### src/rtl/rv_pkg.sv
// Shared definitions for the RV32I pipeline: data width, canonical NOP and
// the {pc, instr} record carried from fetch to decode.
package rv_pkg;

  localparam int unsigned XLEN = 32;

  // addi x0, x0, 0
  localparam logic [XLEN-1:0] NOP_INSTR = 32'h0000_0013;

  typedef struct packed {
    logic [XLEN-1:0] pc;
    logic [XLEN-1:0] instr;
  } fetch_entry_t;

endpackage

### src/rtl/rv_fetch_fifo.sv
// Depth-entry synchronous FIFO of fetch entries with flush. Head is read
// combinationally from storage at the read pointer; pointers wrap modulo Depth.
module rv_fetch_fifo
  import rv_pkg::*;
#(
  parameter int unsigned Depth = 4
) (
  input  logic                           clk_i,
  input  logic                           rst_ni,
  input  logic                           flush_i,
  input  logic                           push_i,
  input  logic                           pop_i,
  input  fetch_entry_t                   wdata_i,
  output fetch_entry_t                   rdata_o,
  output logic [$clog2(Depth+1)-1:0]     count_o
);

  localparam int unsigned PtrW = $clog2(Depth);
  localparam int unsigned CntW = $clog2(Depth + 1);

  logic [PtrW-1:0] rd_ptr_q, rd_ptr_d;
  logic [PtrW-1:0] wr_ptr_q, wr_ptr_d;
  logic [CntW-1:0] cnt_q, cnt_d;
  fetch_entry_t    mem_q [Depth];

  // Next pointer/count state; flush wins over push/pop.
  always_comb begin
    rd_ptr_d = rd_ptr_q;
    wr_ptr_d = wr_ptr_q;
    cnt_d    = cnt_q;
    if (flush_i) begin
      rd_ptr_d = '0;
      wr_ptr_d = '0;
      cnt_d    = '0;
    end else begin
      if (push_i) wr_ptr_d = wr_ptr_q + PtrW'(1);
      if (pop_i)  rd_ptr_d = rd_ptr_q + PtrW'(1);
      if (push_i && !pop_i) begin
        cnt_d = cnt_q + CntW'(1);
      end else if (!push_i && pop_i) begin
        cnt_d = cnt_q - CntW'(1);
      end
    end
  end

  // Pointer and occupancy registers with synchronous reset.
  always_ff @(posedge clk_i) begin
    if (!rst_ni) begin
      rd_ptr_q <= '0;
      wr_ptr_q <= '0;
      cnt_q    <= '0;
    end else begin
      rd_ptr_q <= rd_ptr_d;
      wr_ptr_q <= wr_ptr_d;
      cnt_q    <= cnt_d;
    end
  end

  // Entry storage; a full push with pop overwrites the slot being read out.
  always_ff @(posedge clk_i) begin
    if (rst_ni && push_i && !flush_i) begin
      mem_q[wr_ptr_q] <= wdata_i;
    end
  end

  assign rdata_o = mem_q[rd_ptr_q];
  assign count_o = cnt_q;

endmodule

### src/rtl/rv_fetch_stage.sv
// Instruction-fetch front end: owns the fetch PC, addresses imem, queues
// {pc, instr} pairs for decode and restarts fetch on EX redirects.
module rv_fetch_stage
  import rv_pkg::*;
#(
  parameter int unsigned N        = 1024,
  parameter int unsigned DEPTH    = 4,
  parameter logic [31:0] RESET_PC = 32'h0000_0000
) (
  input  logic                         CLK,
  input  logic                         RST_N,
  output logic [$clog2(N)-1:0]         iaddr,
  input  logic [31:0]                  idata,
  input  logic                         redirect_valid,
  input  logic [31:0]                  redirect_pc,
  output logic                         out_valid,
  input  logic                         out_ready,
  output logic [31:0]                  out_instr,
  output logic [31:0]                  out_pc,
  output logic [31:0]                  out_pc4,
  output logic [$clog2(DEPTH+1)-1:0]   occupancy,
  output logic                         misalign_err
);

  localparam int unsigned AW = $clog2(N);
  localparam int unsigned CW = $clog2(DEPTH + 1);

  logic [31:0]  fpc_q, fpc_d;
  logic         err_q, err_d;
  logic         push, pop;
  logic [CW-1:0] cnt;
  fetch_entry_t head, wentry;

  // Redirect hides the head in its own cycle so decode cannot pop stale work.
  assign out_valid = (cnt != '0) & ~redirect_valid;
  assign pop       = out_valid & out_ready;
  assign push      = ~redirect_valid & ((cnt < CW'(DEPTH)) | pop);
  assign iaddr     = fpc_q[AW+1:2];
  assign wentry    = '{pc: fpc_q, instr: idata};

  rv_fetch_fifo #(
    .Depth (DEPTH)
  ) u_fifo (
    .clk_i   (CLK),
    .rst_ni  (RST_N),
    .flush_i (redirect_valid),
    .push_i  (push),
    .pop_i   (pop),
    .wdata_i (wentry),
    .rdata_o (head),
    .count_o (cnt)
  );

  // Next fetch PC and sticky misalignment flag; redirect has priority.
  always_comb begin
    fpc_d = fpc_q;
    err_d = err_q;
    if (redirect_valid) begin
      fpc_d = {redirect_pc[31:2], 2'b00};
      if (redirect_pc[1:0] != 2'b00) err_d = 1'b1;
    end else if (push) begin
      fpc_d = fpc_q + 32'd4;
    end
  end

  // Fetch PC and error flag registers with synchronous reset.
  always_ff @(posedge CLK) begin
    if (!RST_N) begin
      fpc_q <= RESET_PC;
      err_q <= 1'b0;
    end else begin
      fpc_q <= fpc_d;
      err_q <= err_d;
    end
  end

  // Head outputs default to a harmless NOP at PC 0 when nothing is valid.
  always_comb begin
    out_instr = NOP_INSTR;
    out_pc    = '0;
    if (out_valid) begin
      out_instr = head.instr;
      out_pc    = head.pc;
    end
    out_pc4 = out_pc + 32'd4;
  end

  assign occupancy    = cnt;
  assign misalign_err = err_q;

endmodule

### config.mk
export PLATFORM = sky130hd
export DESIGN_NAME = rv_fetch_stage
export DESIGN_NICKNAME = d
export VERILOG_FILES = /design/src/rtl/rv_pkg.sv /design/src/rtl/rv_fetch_fifo.sv /design/src/rtl/rv_fetch_stage.sv
export SDC_FILE = /design/constraint.sdc
export NUM_CORES = 1
export LEC_CHECK = 0
export CORE_UTILIZATION = 30
export DETAILED_ROUTE_END_ITERATION = 7
export GPL_TIMING_DRIVEN = 1
export HOLD_SLACK_MARGIN = 0.12
export SLEW_MARGIN = 20
export SYNTH_ARGS = -nofsm -noshare
export SYNTH_HDL_FRONTEND = slang
export SYNTH_SLANG_ARGS = --single-unit
### constraint.sdc
create_clock -name CLK -period 5.45 [get_ports CLK]
set_input_delay 1.09 -clock CLK [delete_from_list [all_inputs] [get_ports CLK]]
set_output_delay 1.09 -clock CLK [all_outputs]
set_load 0.01 [all_outputs]
# After elaboration in Yosys (flattened, before gate mapping)
# Memories as Yosys holds them, arrays and structs flattened. A register that Yosys moved wholly into a read port is not among the register bits.
# Index checks and enable logic that the tools add are counted.
op_classes:
  mux: 10
  order_cmp: 1
  n_bitwise: 6
  n_reduce_logical: 13
  addsub: 6
ops:
  columns: ["cell", "count"]
  rows:
  - ["32-bit two-way mux", 4]
  - ["32-bit by 3-bit adder with 32-bit output (second input constant)", 2]
  - ["3-bit two-way mux", 2]
  - ["2-bit nonzero test", 3]
  - ["2-bit by 1-bit adder with 2-bit output (second input constant)", 2]
  - ["1-bit logical AND", 4]
  - ["2-bit two-way mux", 2]
  - ["3-bit by 1-bit adder with 3-bit output (second input constant)", 1]
  - ["1-bit AND", 3]
  - ["1-bit logical NOT", 3]
  - ["3-bit less-than comparator (second input constant)", 1]
  - ["3-bit nonzero test", 1]
  - ["3-bit by 1-bit subtractor with 3-bit output (second input constant)", 1]
  - ["1-bit two-way mux", 2]
  - ["1-bit inverter", 2]
  - ["2-bit AND reduction", 1]
  - ["2-bit OR reduction", 1]
  - ["1-bit OR", 1]
totals:
  elab_cells: 43
  register_bits: 40
  input_bits: 68
  n_memories: 1
  out_inout_bits: 111
  ram_bits: 256
mem_list:
  columns: ["name", "depth", "word_bits", "read_ports", "rd_clocked_by_memory_dff", "write_ports", "line_no", "rtl"]
  rows:
  - ["u_fifo.mem_q", 4, 64, 1, 1, 1, "rv_fetch_fifo.sv:24", "fetch_entry_t mem_q [Depth];"]

# Depth between registers and ports, before layout
# Gate-level depths: netlist (run 1).
logic_depth:
  word_depth: 9
  depth_mapped: 13
  depth_no_buf: 10

# By module
# A second synthesis (run 1) with hierarchy kept.
unflattened:
  cells_unflattened: 819
  hier_area_um2: 12939.9
by_module_without_submodules:
  columns: ["mod", "area_per_inst_um2", "instances", "seq_area_each_um2", "cells_each"]
  rows:
  - ["rv_fetch_fifo", 9739.3, 1, 7867.5, 378]
  - ["rv_fetch_stage", 3200.6, 1, 620.6, 441]

# Least setup slack after synthesis (run 1)
# No wires, ideal clock.
synth_path:
  path_type: "input port to output port"
  startpoint: "in redirect_valid"
  endpoint: "out out_pc4[30]"
  t_arrival_ns: 3.832
  path_buffers: 5
  path_stages: 13
  slack_ns: 0.528
  required_time_ns: 4.360
  path_cell_list: "clkbuf_1 inv_1 buf_2 buf_2 clkbuf_1 clkbuf_1 and3_1 ha_1 nand4_4 nor3_4 nand4_4 nor4b_4 xor2_1"
synth_via:
  elab_chain_len: 4
synth_rtl:
  columns: ["item", "line_no", "rtl"]
  rows:
  - ["from (decl)", "rv_fetch_stage.sv:14", "input logic redirect_valid,"]
  - ["1-bit inverter", "rv_fetch_stage.sv:35", "assign out_valid = (cnt != '0) & ~redirect_valid;"]
  - ["1-bit AND", "rv_fetch_stage.sv:35", null]
  - ["32-bit two-way mux", "rv_fetch_stage.sv:81", "if (out_valid) begin"]
  - ["net out_pc[3]", "rv_fetch_stage.sv:19", "output logic [31:0] out_pc,"]
  - ["32-bit by 3-bit adder with 32-bit output", "rv_fetch_stage.sv:85", "out_pc4 = out_pc + 32'd4;"]
  - ["to (decl)", "rv_fetch_stage.sv:20", "output logic [31:0] out_pc4,"]
# The timed path passes the listed nets, and every way through them passes these cells.

# Worst setup path after layout (run 1)
layout_path:
  startpoint: "in redirect_valid"
  endpoint: "out out_pc4[28]"
layout_via:
  elab_chain_len: 4
layout_rtl:
  columns: ["item", "line_no"]
  rows:
  - ["1-bit inverter", "rv_fetch_stage.sv:35"]
  - ["1-bit AND", "rv_fetch_stage.sv:35"]
  - ["32-bit two-way mux", "rv_fetch_stage.sv:81"]
  - ["32-bit by 3-bit adder with 32-bit output", "rv_fetch_stage.sv:85"]
# No other way between the ends.

==> results.py, run 1 <==
metrics = {
    "placed_design": {
        "hpwl_detailed_um": 19300,
        "place.gp.congestion": 0.794,
        "io_buffer_count": 174,
    },
    "sta": {
        "post-route-period-util_pct": 91.7,
        "timing.fmax_mhz": 200,
        "worst_slew_pin_slew_ns": 0.679,
        "setup_repair_after_global_routing_missed_its_margin": "no",
        "timing.final.max_slew_violations": 0,
        "clock_skew_ns": 0.0113,
        "final-setup-viol-count": 0,
        "final.min_clock_period_ns": 5.00,
        "finalSetupTns_ns": 0,
        "hold_viol_final": 0,
        "max_slew_margin_pct": 54.7,
    },
    "global_routing": {
        "grt_first_pass_wirelength_um": 44600,
        "grt_antenna_before_repair": 9,
        "grt_start_max_net_pins": 63,
        "grt.total_usage_pct": 14.1,
        "first_global_vias": 7399,
        "grt_remaining_overflow": 0,
    },
    "synth": {
        "synth_enable_flop_cells": 248,
        "synth_async_sr_flop_share_pct": 0,
        "synth.top_cell.area_share_pct": 59.8,
        "yosys_register_bits": 288,
        "synth-main-ff-cell": "sky130_fd_sc_hd__edfxtp_1",
        "ys_seq_area_share_pct": 66.3,
        "synthDominantAreaCellType": "sky130_fd_sc_hd__edfxtp_1",
        "synthCells": 780,
        "netlist-cell-type-count": 54,
        "synth.avg_cell_area_um2": 16.0,
        "synthesis.yosys.warnings": 0,
        "netlist_top_cells_area": "sky130_fd_sc_hd__edfxtp_1, sky130_fd_sc_hd__mux4_2, sky130_fd_sc_hd__dfxtp_1, sky130_fd_sc_hd__and3_1, sky130_fd_sc_hd__mux4_1",
        "synth.cell_area_mm2": 0.0124,
    },
    "die": {
        "initial_utilization_pct": 30.5,
        "die_h_um": 206,
        "design.core.area_mm2": 0.0408,
        "floorplan.io_pins": 179,
        "design.die.area_mm2": 0.0423,
        "chip_width_um": 206,
        "row_count": 74,
    },
    "power_and_ir_drop": {
        "worst_ir_drop_vdd_mv": 0.246,
        "power_leakage_nw": 5.40,
        "power_mw": 4.93,
        "power_density_mw_per_mm2": 314,
    },
    "worst_setup_path": {
        "r2r-start": "u_fifo.count_o[0]",
        "crit_type": "input port to output port",
        "critical_path_required_ns": 4.36,
        "critical_path.endpoint": "out_pc4[28]",
        "worst-path-max-fanout": 45,
        "critPathArrivalTime_ns": 3.91,
        "timing.critical_path.to_type": "output port",
        "setup.worst_path.start": "redirect_valid",
        "type_of_element_launching_the_critical_path": "input port",
        "ff2ff_path_depth": 10,
        "rr_endpoint": "u_fifo.count_o[2]",
        "rrSetupSlack_ns": 2.28,
    },
    "routing": {
        "detailedRoute.firstIterationViolations": 398,
        "total_wirelength_um": 30000,
        "detailroute.via_count": 7243,
        "ant_nets_after_route": 0,
        "routedWlPerCell_um": 19.9,
        "detail_route.first_pass.iterations": 4,
        "drc": 0,
        "drt-vias-per-instance": 4.81,
    },
    "clocking": {
        "cts_buffers": 30,
        "path_clk_slew_ns": 0.06,
        "post_cts_buffers": 0,
        "tritoncts": "done",
        "post_cts.resized_instances": 0,
        "cts.htree.levels": 1,
        "cts.hold.buffers_added": 0,
        "tritoncts_num_sinks": 288,
        "insertion_delay_ns": 0.56,
        "ctsLongestPathBuffers": 3,
        "clockRootBuffer": "sky130_fd_sc_hd__clkbuf_16",
    },
    "layout": {
        "final_net_count": 1024,
        "multiInputGateArea_mm2": 0.00382,
        "drive_gt1_share_pct": 13.9,
        "post_layout_util_pct": 38.4,
        "fillerInstances": 3883,
        "syn2layout_area_growth_pct": 26.1,
        "register_area_mm2": 0.00825,
    },
    "job": {
        "max_cap_violations": 0,
    },
    "outcome": {
        "run_status": "finished clean",
    },
    "min_path": {
        "holdCritPathClass": "register to register",
    },
}
-- kinds of logic after synthesis --
family	share of synthesized area, %
flops	66.3
compound gates	2.79
fa+ha+maj	0.865
other cells	0.0301
simple gates	10.9
buf+inv	3.17
xor+xnor	4.15
mux	11.8
-- cell usage after synthesis, types with 3 or more instances --
| cell type | number |
|---|---|
| sky130_fd_sc_hd__buf_4 | 17 |
| sky130_fd_sc_hd__mux4_1 | 13 |
| sky130_fd_sc_hd__and4_1 | 5 |
| sky130_fd_sc_hd__ha_1 | 7 |
| sky130_fd_sc_hd__nor2_1 | 27 |
| sky130_fd_sc_hd__inv_1 | 16 |
| sky130_fd_sc_hd__mux4_2 | 49 |
| sky130_fd_sc_hd__and2_1 | 8 |
| sky130_fd_sc_hd__buf_2 | 7 |
| sky130_fd_sc_hd__xnor2_1 | 34 |
| sky130_fd_sc_hd__clkbuf_1 | 31 |
| sky130_fd_sc_hd__nand4_1 | 12 |
| sky130_fd_sc_hd__nand2_1 | 52 |
| sky130_fd_sc_hd__o211a_1 | 9 |
| sky130_fd_sc_hd__nor3_1 | 8 |
| sky130_fd_sc_hd__dfxtp_1 | 40 |
| sky130_fd_sc_hd__nand3_1 | 16 |
| sky130_fd_sc_hd__xor2_1 | 25 |
| sky130_fd_sc_hd__and3_1 | 69 |
| sky130_fd_sc_hd__edfxtp_1 | 248 |
| sky130_fd_sc_hd__a21oi_1 | 12 |
| sky130_fd_sc_hd__nor4_1 | 3 |
| sky130_fd_sc_hd__nand2b_1 | 5 |
| sky130_fd_sc_hd__o21ai_0 | 20 |
| sky130_fd_sc_hd__nor4_2 | 3 |
| sky130_fd_sc_hd__or3_1 | 3 |
| sky130_fd_sc_hd__nor2b_1 | 3 |
-- layout make-up --
type	instances	area share (%)
Inverter	17	0.407
Sequential cell	288	52.6
Tap cell	532	4.24
Antenna cell	2	0.0319
Timing Repair Buffer	191	12.1
Clock buffer	47	5.77
Multi-Input combinational cell	420	24.4
Clock inverter	9	0.446
-- state kept, by name, summed over array words and instances (netlist names), named ones only --
register	flops
u_fifo.wr_ptr_q	2
misalign_err	1
u_fifo.mem_q	248
u_fifo.count_o	3
fpc_q	30
u_fifo.rd_ptr_q	2
-- placed cells by master (no fill, tap or decap), drive strengths merged, types with 17 or more instances in the layout --
cell / Yosys / layout
nor2: 27 / 27
dfxtp: 40 / 40
and3: 69 / 69
nand3: 18 / 18
clkbuf: 31 / 47
xor2: 25 / 25
xnor2: 34 / 34
nand2: 52 / 52
edfxtp: 248 / 248
clkdlybuf4s50: 0 / 174
mux4: 62 / 62
o21ai: 21 / 21
buf: 27 / 17
-- worst min path at each step --
stage | startpoint | end | slack [ns] | cells past startpoint
finish | misalign_err | misalign_err | 0.47 | 1
global route | misalign_err | misalign_err | 0.49 | 1
CTS | misalign_err | misalign_err | 0.48 | 1
detailed placement | misalign_err | misalign_err | 0.46 | 1
global placement | misalign_err | misalign_err | 0.46 | 1
floorplan | u_fifo.wr_ptr_q[1] | u_fifo.wr_ptr_q[1] | 0.46 | 2
-- metal layers --
metal	global-route usage (%)	routed length, um	part of all wire (%)	vias to the layer above
met5	0	80	0.27	-
met4	3.36	521	1.7	12
met3	3.72	2060	6.9	53
met2	23.0	14000	47	183
met1	18.6	13300	44	3642
li1	-	-	-	3353
-- through the flow --
step	instance area, um^2	hold slack [ns]	std cells	worst slack, ns
6_report	15700	0.473	1506	0.455
5_1_grt	15700	0.486	1504	0.208
4_1_cts	15700	0.477	1504	0.398
3_5_place_dp	14700	0.462	1448	0.391
3_3_place_gp	14700	0.462	1448	0.457
2_1_floorplan	12500	0.465	783	0.528
-- critical path: stages --
cell and delay [ns]:
sky130_fd_sc_hd__clkdlybuf4s50_1 0.51, sky130_fd_sc_hd__inv_2 0.10, sky130_fd_sc_hd__buf_4 0.38, sky130_fd_sc_hd__and4_1 0.34, sky130_fd_sc_hd__and3_1 0.28, sky130_fd_sc_hd__nand4_4 0.17
sky130_fd_sc_hd__nor4_2 0.31, sky130_fd_sc_hd__xor2_1 0.17, sky130_fd_sc_hd__clkdlybuf4s50_1 0.55
-- where the power goes --
group | internal (mW) | total [mW] | switching, mW
sequential | 2.46 | 2.51 | 0.0532
clock | 1.18 | 2.01 | 0.832
combinational | 0.206 | 0.411 | 0.205
No activity file was read; power rests on OpenSTA's default activity.
==> run 2: changes to the inputs <==
MAX_ROUTING_LAYER = met4   (was not set)
==> run 2 against run 1 <==
Effect of this change: hold slack about the same; setup slack better by 0.012 ns; critical path depth did not move; cell count up 0.46%; first-iteration DRC count rose by 8.3%; clock power about the same; register-to-register slack barely moved; wire length barely moved; fmax rose by 0.25%; non-clock buffer count unchanged; combinational power about the same; via count is 0.65% lower; largest cell class unchanged; largest power group unchanged.
==> results.py, run 2 (synthesis gave the netlist of run 1 again) <==
metrics = {
    "placed_design": {
        "place.gp.congestion": 0.807,
        "place.detailed.instances": 1448,
        "post_dp_cell_area_mm2": 0.0147,
        "io_buffer_count": 174,
        "dp_slack_ns": 0.391,
        "hpwl_detailed_um": 19300,
    },
    "die": {
        "chip_width_um": 206,
        "design.core.area_mm2": 0.0408,
        "design.die.area_mm2": 0.0423,
        "row_count": 74,
        "die_h_um": 206,
        "floorplan.io_pins": 179,
        "initial_utilization_pct": 30.5,
    },
    "power_and_ir_drop": {
        "power_leakage_nw": 5.40,
        "power.clock.fraction_pct": 40.8,
        "p_sw_share_pct": 22.1,
        "power_density_mw_per_mm2": 314,
        "power.internal_mw": 3.84,
        "worst_ir_drop_vdd_mv": 0.245,
        "power_mw": 4.93,
        "power.share.sequential_pct": 50.9,
        "net-switching-power_mw": 1.09,
        "comb_power_share_pct": 8.3,
    },
    "outcome": {
        "run_status": "finished clean",
    },
    "min_path": {
        "hold_start": "misalign_err",
        "holdCritPathClass": "register to register",
    },
    "worst_setup_path": {
        "r2r-start": "u_fifo.count_o[0]",
        "cp_common_cell": "sky130_fd_sc_hd__clkdlybuf4s50_1",
        "worst_path_largest_cell_delay_ns": 0.55,
        "setup.worst_path.start": "redirect_valid",
        "cpMaxStageDelayCell": "sky130_fd_sc_hd__clkdlybuf4s50_1",
        "timing.critical_path.to_type": "output port",
        "critPathArrivalTime_ns": 3.89,
        "type_of_element_launching_the_critical_path": "input port",
        "critical_path_required_ns": 4.36,
        "worst-path-max-fanout": 45,
        "crit_type": "input port to output port",
        "critical_path.cell_chain": "clkdlybuf4s50_1, inv_2, buf_4, and4_1, and3_1, nand4_4, nor4_2, xor2_1, clkdlybuf4s50_1",
    },
    "global_routing": {
        "grt.total_usage_pct": 14.5,
        "grt_remaining_overflow": 0,
        "grt_start_max_net_pins": 63,
        "grt_antenna_before_repair": 9,
        "grt_first_pass_wirelength_um": 44600,
        "first_global_vias": 7379,
    },
    "clocking": {
        "cts.hold.buffers_added": 0,
        "cts.htree.levels": 1,
        "tritoncts_num_sinks": 288,
        "ctsLongestPathBuffers": 3,
        "clockRootBuffer": "sky130_fd_sc_hd__clkbuf_16",
        "tritoncts": "done",
        "path_clk_slew_ns": 0.06,
        "post_cts.resized_instances": 0,
        "cts_buffers": 30,
        "post_cts_buffers": 0,
        "insertion_delay_ns": 0.56,
    },
    "layout": {
        "final_design_area_no_fill_mm2": 0.0157,
        "layout_commonest_cell": "sky130_fd_sc_hd__edfxtp_1",
        "top_register": "u_fifo.mem_q",
        "drive_gt1_share_pct": 13.9,
        "post_layout_nonfiller_instances": 1513,
        "final_net_count": 1024,
        "layout_common_cells": "sky130_fd_sc_hd__edfxtp_1, sky130_fd_sc_hd__clkdlybuf4s50_1, sky130_fd_sc_hd__and3_1",
        "fillerInstances": 3883,
        "post_layout_util_pct": 38.5,
        "largest_reg_flops": 248,
        "syn2layout_area_growth_pct": 26.2,
    },
    "routing": {
        "routedWlPerCell_um": 19.8,
        "total_wirelength_um": 29900,
        "drc": 0,
        "drt-vias-per-instance": 4.76,
        "ant_nets_after_route": 0,
        "detailedRoute.firstIterationViolations": 431,
        "detail_route.first_pass.iterations": 5,
        "detailroute.via_count": 7196,
    },
    "sta": {
        "hold_slack_ns": 0.473,
        "min_setup_slack_post_route_ns": 0.467,
        "hold_viol_final": 0,
        "max_slew_margin_pct": 54.4,
        "post-route-period-util_pct": 91.4,
        "worst_slew_pin_slew_ns": 0.684,
        "final.min_clock_period_ns": 4.98,
        "finalSetupTns_ns": 0,
        "timing.final.max_slew_violations": 0,
        "setup_repair_after_global_routing_missed_its_margin": "no",
        "clock_skew_ns": 0.00791,
        "timing.fmax_mhz": 201,
        "final-setup-viol-count": 0,
    },
    "job": {
        "max_cap_violations": 0,
    },
}
-- run 2: layer usage --
metal  track usage (%)  wire length, um  up-vias
li1                  -                -     3362
met2              22.9            13900      194
met5                 -                0        -
met3              3.67             2210       42
met4              3.36              514        0
met1              18.7            13300     3598
-- run 2: final cells by class --
| type | instances | area [um^2] | area share, % |
|---|---|---|---|
| inverter | 17 | 63.8 | 0.406 |
| tap | 532 | 666 | 4.24 |
| multi-input combinational | 420 | 3820 | 24.3 |
| clock buffer | 47 | 906 | 5.77 |
| antenna | 9 | 22.5 | 0.143 |
| timing repair buffer | 191 | 1910 | 12.1 |
| clock inverter | 9 | 70.1 | 0.446 |
| sequential | 288 | 8250 | 52.5 |
-- run 2: final timing paths --
path                       end  slack, ns  cells after the start
max                out_pc4[28]       0.47                      9
min               misalign_err       0.47                      1
max reg2reg  u_fifo.count_o[2]       2.28                     10
min reg2reg       misalign_err       0.47                      1
-- run 2: critical path: cells and delay by family --
kind / cells / cell delay (ns)
buffers and inverters: 4 / 1.53
AND/OR/NAND/NOR: 4 / 1.09
XOR/XNOR: 1 / 0.17
-- run 2: power by group through the flow --
stage               Sequential (mW)  Combinational (mW)  Clock (mW)
CTS                            2.51               0.419        2.06
detailed placement             2.56               0.418           0
global placement               2.55               0.415           0
global route                   2.52               0.449        2.14
floorplan                      2.54               0.212           0
finish                         2.51               0.411        2.01
==> run 3: changes to the inputs <==
CTS_BUF_LIST = sky130_fd_sc_hd__clkbuf_8   (was not set)
CTS_CLUSTER_SIZE = 16   (was not set)
==> run 3 against run 2 <==
Effect of this change: register-to-register slack gained 0.02 ns; critical path depth is the same; count of clock-buffer cells in the layout grew 1; global-route usage grew 0.24 points; setup slack lost 0.0088 ns; cell count grew 2.0%.
==> results.py, run 3 (synthesis gave the netlist of run 1 again) <==
metrics = {
    "power_and_ir_drop": {
        "power_leakage_nw": 5.40,
        "worst_ir_drop_vdd_mv": 0.168,
        "power_density_mw_per_mm2": 300,
    },
    "worst_setup_path": {
        "critical_path_required_ns": 4.36,
        "r2r-start": "u_fifo.count_o[0]",
        "cp_common_cell": "sky130_fd_sc_hd__clkdlybuf4s50_1",
        "cpMaxStageDelayCell": "sky130_fd_sc_hd__clkdlybuf4s50_1",
        "worst-path-max-fanout": 45,
        "critical_path.cell_chain": "clkdlybuf4s50_1, inv_2, buf_4, and4_1, and3_1, nand4_4, nor4_2, xor2_1, clkdlybuf4s50_1",
        "rr_endpoint": "u_fifo.count_o[2]",
        "timing.critical_path.to_type": "output port",
        "worst_path_largest_cell_delay_ns": 0.55,
        "critPathArrivalTime_ns": 3.90,
        "crit_type": "input port to output port",
        "type_of_element_launching_the_critical_path": "input port",
        "ff2ff_path_depth": 10,
        "rrSetupSlack_ns": 2.30,
    },
    "clocking": {
        "post_cts_buffers": 0,
        "cts.hold.buffers_added": 0,
        "path_clk_slew_ns": 0.06,
        "tritoncts_num_sinks": 288,
        "cts_buffers": 48,
        "post_cts.resized_instances": 0,
        "cts.htree.levels": 2,
        "clockRootBuffer": "sky130_fd_sc_hd__clkbuf_8",
        "tritoncts": "done",
        "insertion_delay_ns": 0.58,
        "ctsLongestPathBuffers": 3,
    },
    "sta": {
        "timing.fmax_mhz": 200,
        "setup_repair_after_global_routing_missed_its_margin": "no",
        "hold_viol_final": 0,
        "finalSetupTns_ns": 0,
        "post-route-period-util_pct": 91.6,
        "final.min_clock_period_ns": 4.99,
        "worst_slew_pin_slew_ns": 0.656,
        "timing.final.max_slew_violations": 0,
        "clock_skew_ns": 0.0355,
        "max_slew_margin_pct": 56.3,
        "hold_slack_ns": 0.469,
        "final-setup-viol-count": 0,
    },
    "routing": {
        "detailedRoute.firstIterationViolations": 377,
        "ant_nets_after_route": 0,
        "total_wirelength_um": 30000,
        "detail_route.first_pass.iterations": 4,
        "routedWlPerCell_um": 19.5,
        "detailroute.via_count": 7313,
        "drc": 0,
        "drt-vias-per-instance": 4.74,
    },
    "job": {
        "max_cap_violations": 0,
    },
    "global_routing": {
        "grt_remaining_overflow": 0,
        "grt.total_usage_pct": 14.7,
        "grt_start_max_net_pins": 63,
        "first_global_vias": 7589,
        "grt_antenna_before_repair": 9,
        "grt_first_pass_wirelength_um": 45100,
    },
    "placed_design": {
        "hpwl_detailed_um": 19300,
        "place.gp.congestion": 0.807,
        "io_buffer_count": 174,
    },
    "die": {
        "initial_utilization_pct": 30.5,
        "row_count": 74,
        "die_h_um": 206,
        "design.die.area_mm2": 0.0423,
        "design.core.area_mm2": 0.0408,
        "floorplan.io_pins": 179,
        "chip_width_um": 206,
    },
    "layout": {
        "layout_common_cells": "sky130_fd_sc_hd__edfxtp_1, sky130_fd_sc_hd__clkdlybuf4s50_1, sky130_fd_sc_hd__and3_1",
        "multiInputGateArea_mm2": 0.00382,
        "largest_reg_flops": 248,
        "syn2layout_area_growth_pct": 25.4,
        "top_register": "u_fifo.mem_q",
        "register_area_mm2": 0.00825,
        "layout_commonest_cell": "sky130_fd_sc_hd__edfxtp_1",
        "final_net_count": 1042,
        "drive_gt1_share_pct": 14.4,
        "fillerInstances": 3919,
    },
    "min_path": {
        "timing.hold.worst_path_depth": 1,
        "holdCritPathClass": "register to register",
        "hold_start": "misalign_err",
        "hold_end": "misalign_err",
    },
    "outcome": {
        "run_status": "finished clean",
    },
}
==> run 3: worst max path at each step <==
stage                            startpoint           to  slack, ns
after detailed placement     redirect_valid  out_pc4[28]       0.39
after floorplan              redirect_valid  out_pc4[30]       0.53
after global placement       redirect_valid  out_pc4[30]       0.46
after global routing      u_fifo.count_o[0]  out_pc4[22]       0.16
after CTS                 u_fifo.count_o[2]  out_pc4[22]       0.34
final                        redirect_valid  out_pc4[28]       0.46
==> run 3: final cells by class <==
class	count	area share [%]
well taps	532	4.26
clock inverters	38	1.38
repair buffers	191	12.2
flip-flops and latches	288	52.9
multi-input cells	420	24.5
clock buffers	48	4.23
diodes	9	0.144
inverters	17	0.409
==> run 3: critical path: cells and delay by family <==
| kind | cells | cell delay, ns |
|---|---|---|
| buffers and inverters | 4 | 1.54 |
| XOR/XNOR | 1 | 0.17 |
| AND/OR/NAND/NOR | 4 | 1.09 |
==> run 3: report_power, final <==
group	switching, mW	internal (mW)	leakage (nW)
sequential	0.0532	2.46	2.61
clock	0.845	0.918	0.484
combinational	0.205	0.206	2.30
==> run 3: routing by layer <==
layer | vias up | global-route usage, % | share of wire (%)
li1 | 3406 | - | -
met1 | 3673 | 18.3 | 44
met2 | 190 | 23.3 | 47
met3 | 44 | 4.43 | 7.0
met4 | 0 | 4.02 | 1.8
met5 | - | - | 0
==> run 3: stage by stage <==
step	worst slack, ns	cell area (um^2)	total power [mW]	instances	utilization (%)
6_report	0.458	15600	4.69	1543	38.2
5_1_grt	0.156	15600	4.89	1543	38.2
4_1_cts	0.343	15600	4.76	1534	38.2
3_5_place_dp	0.391	14700	2.98	1448	36.0
3_3_place_gp	0.457	14700	2.97	1448	36.0
2_1_floorplan	0.528	12500	2.75	783	-
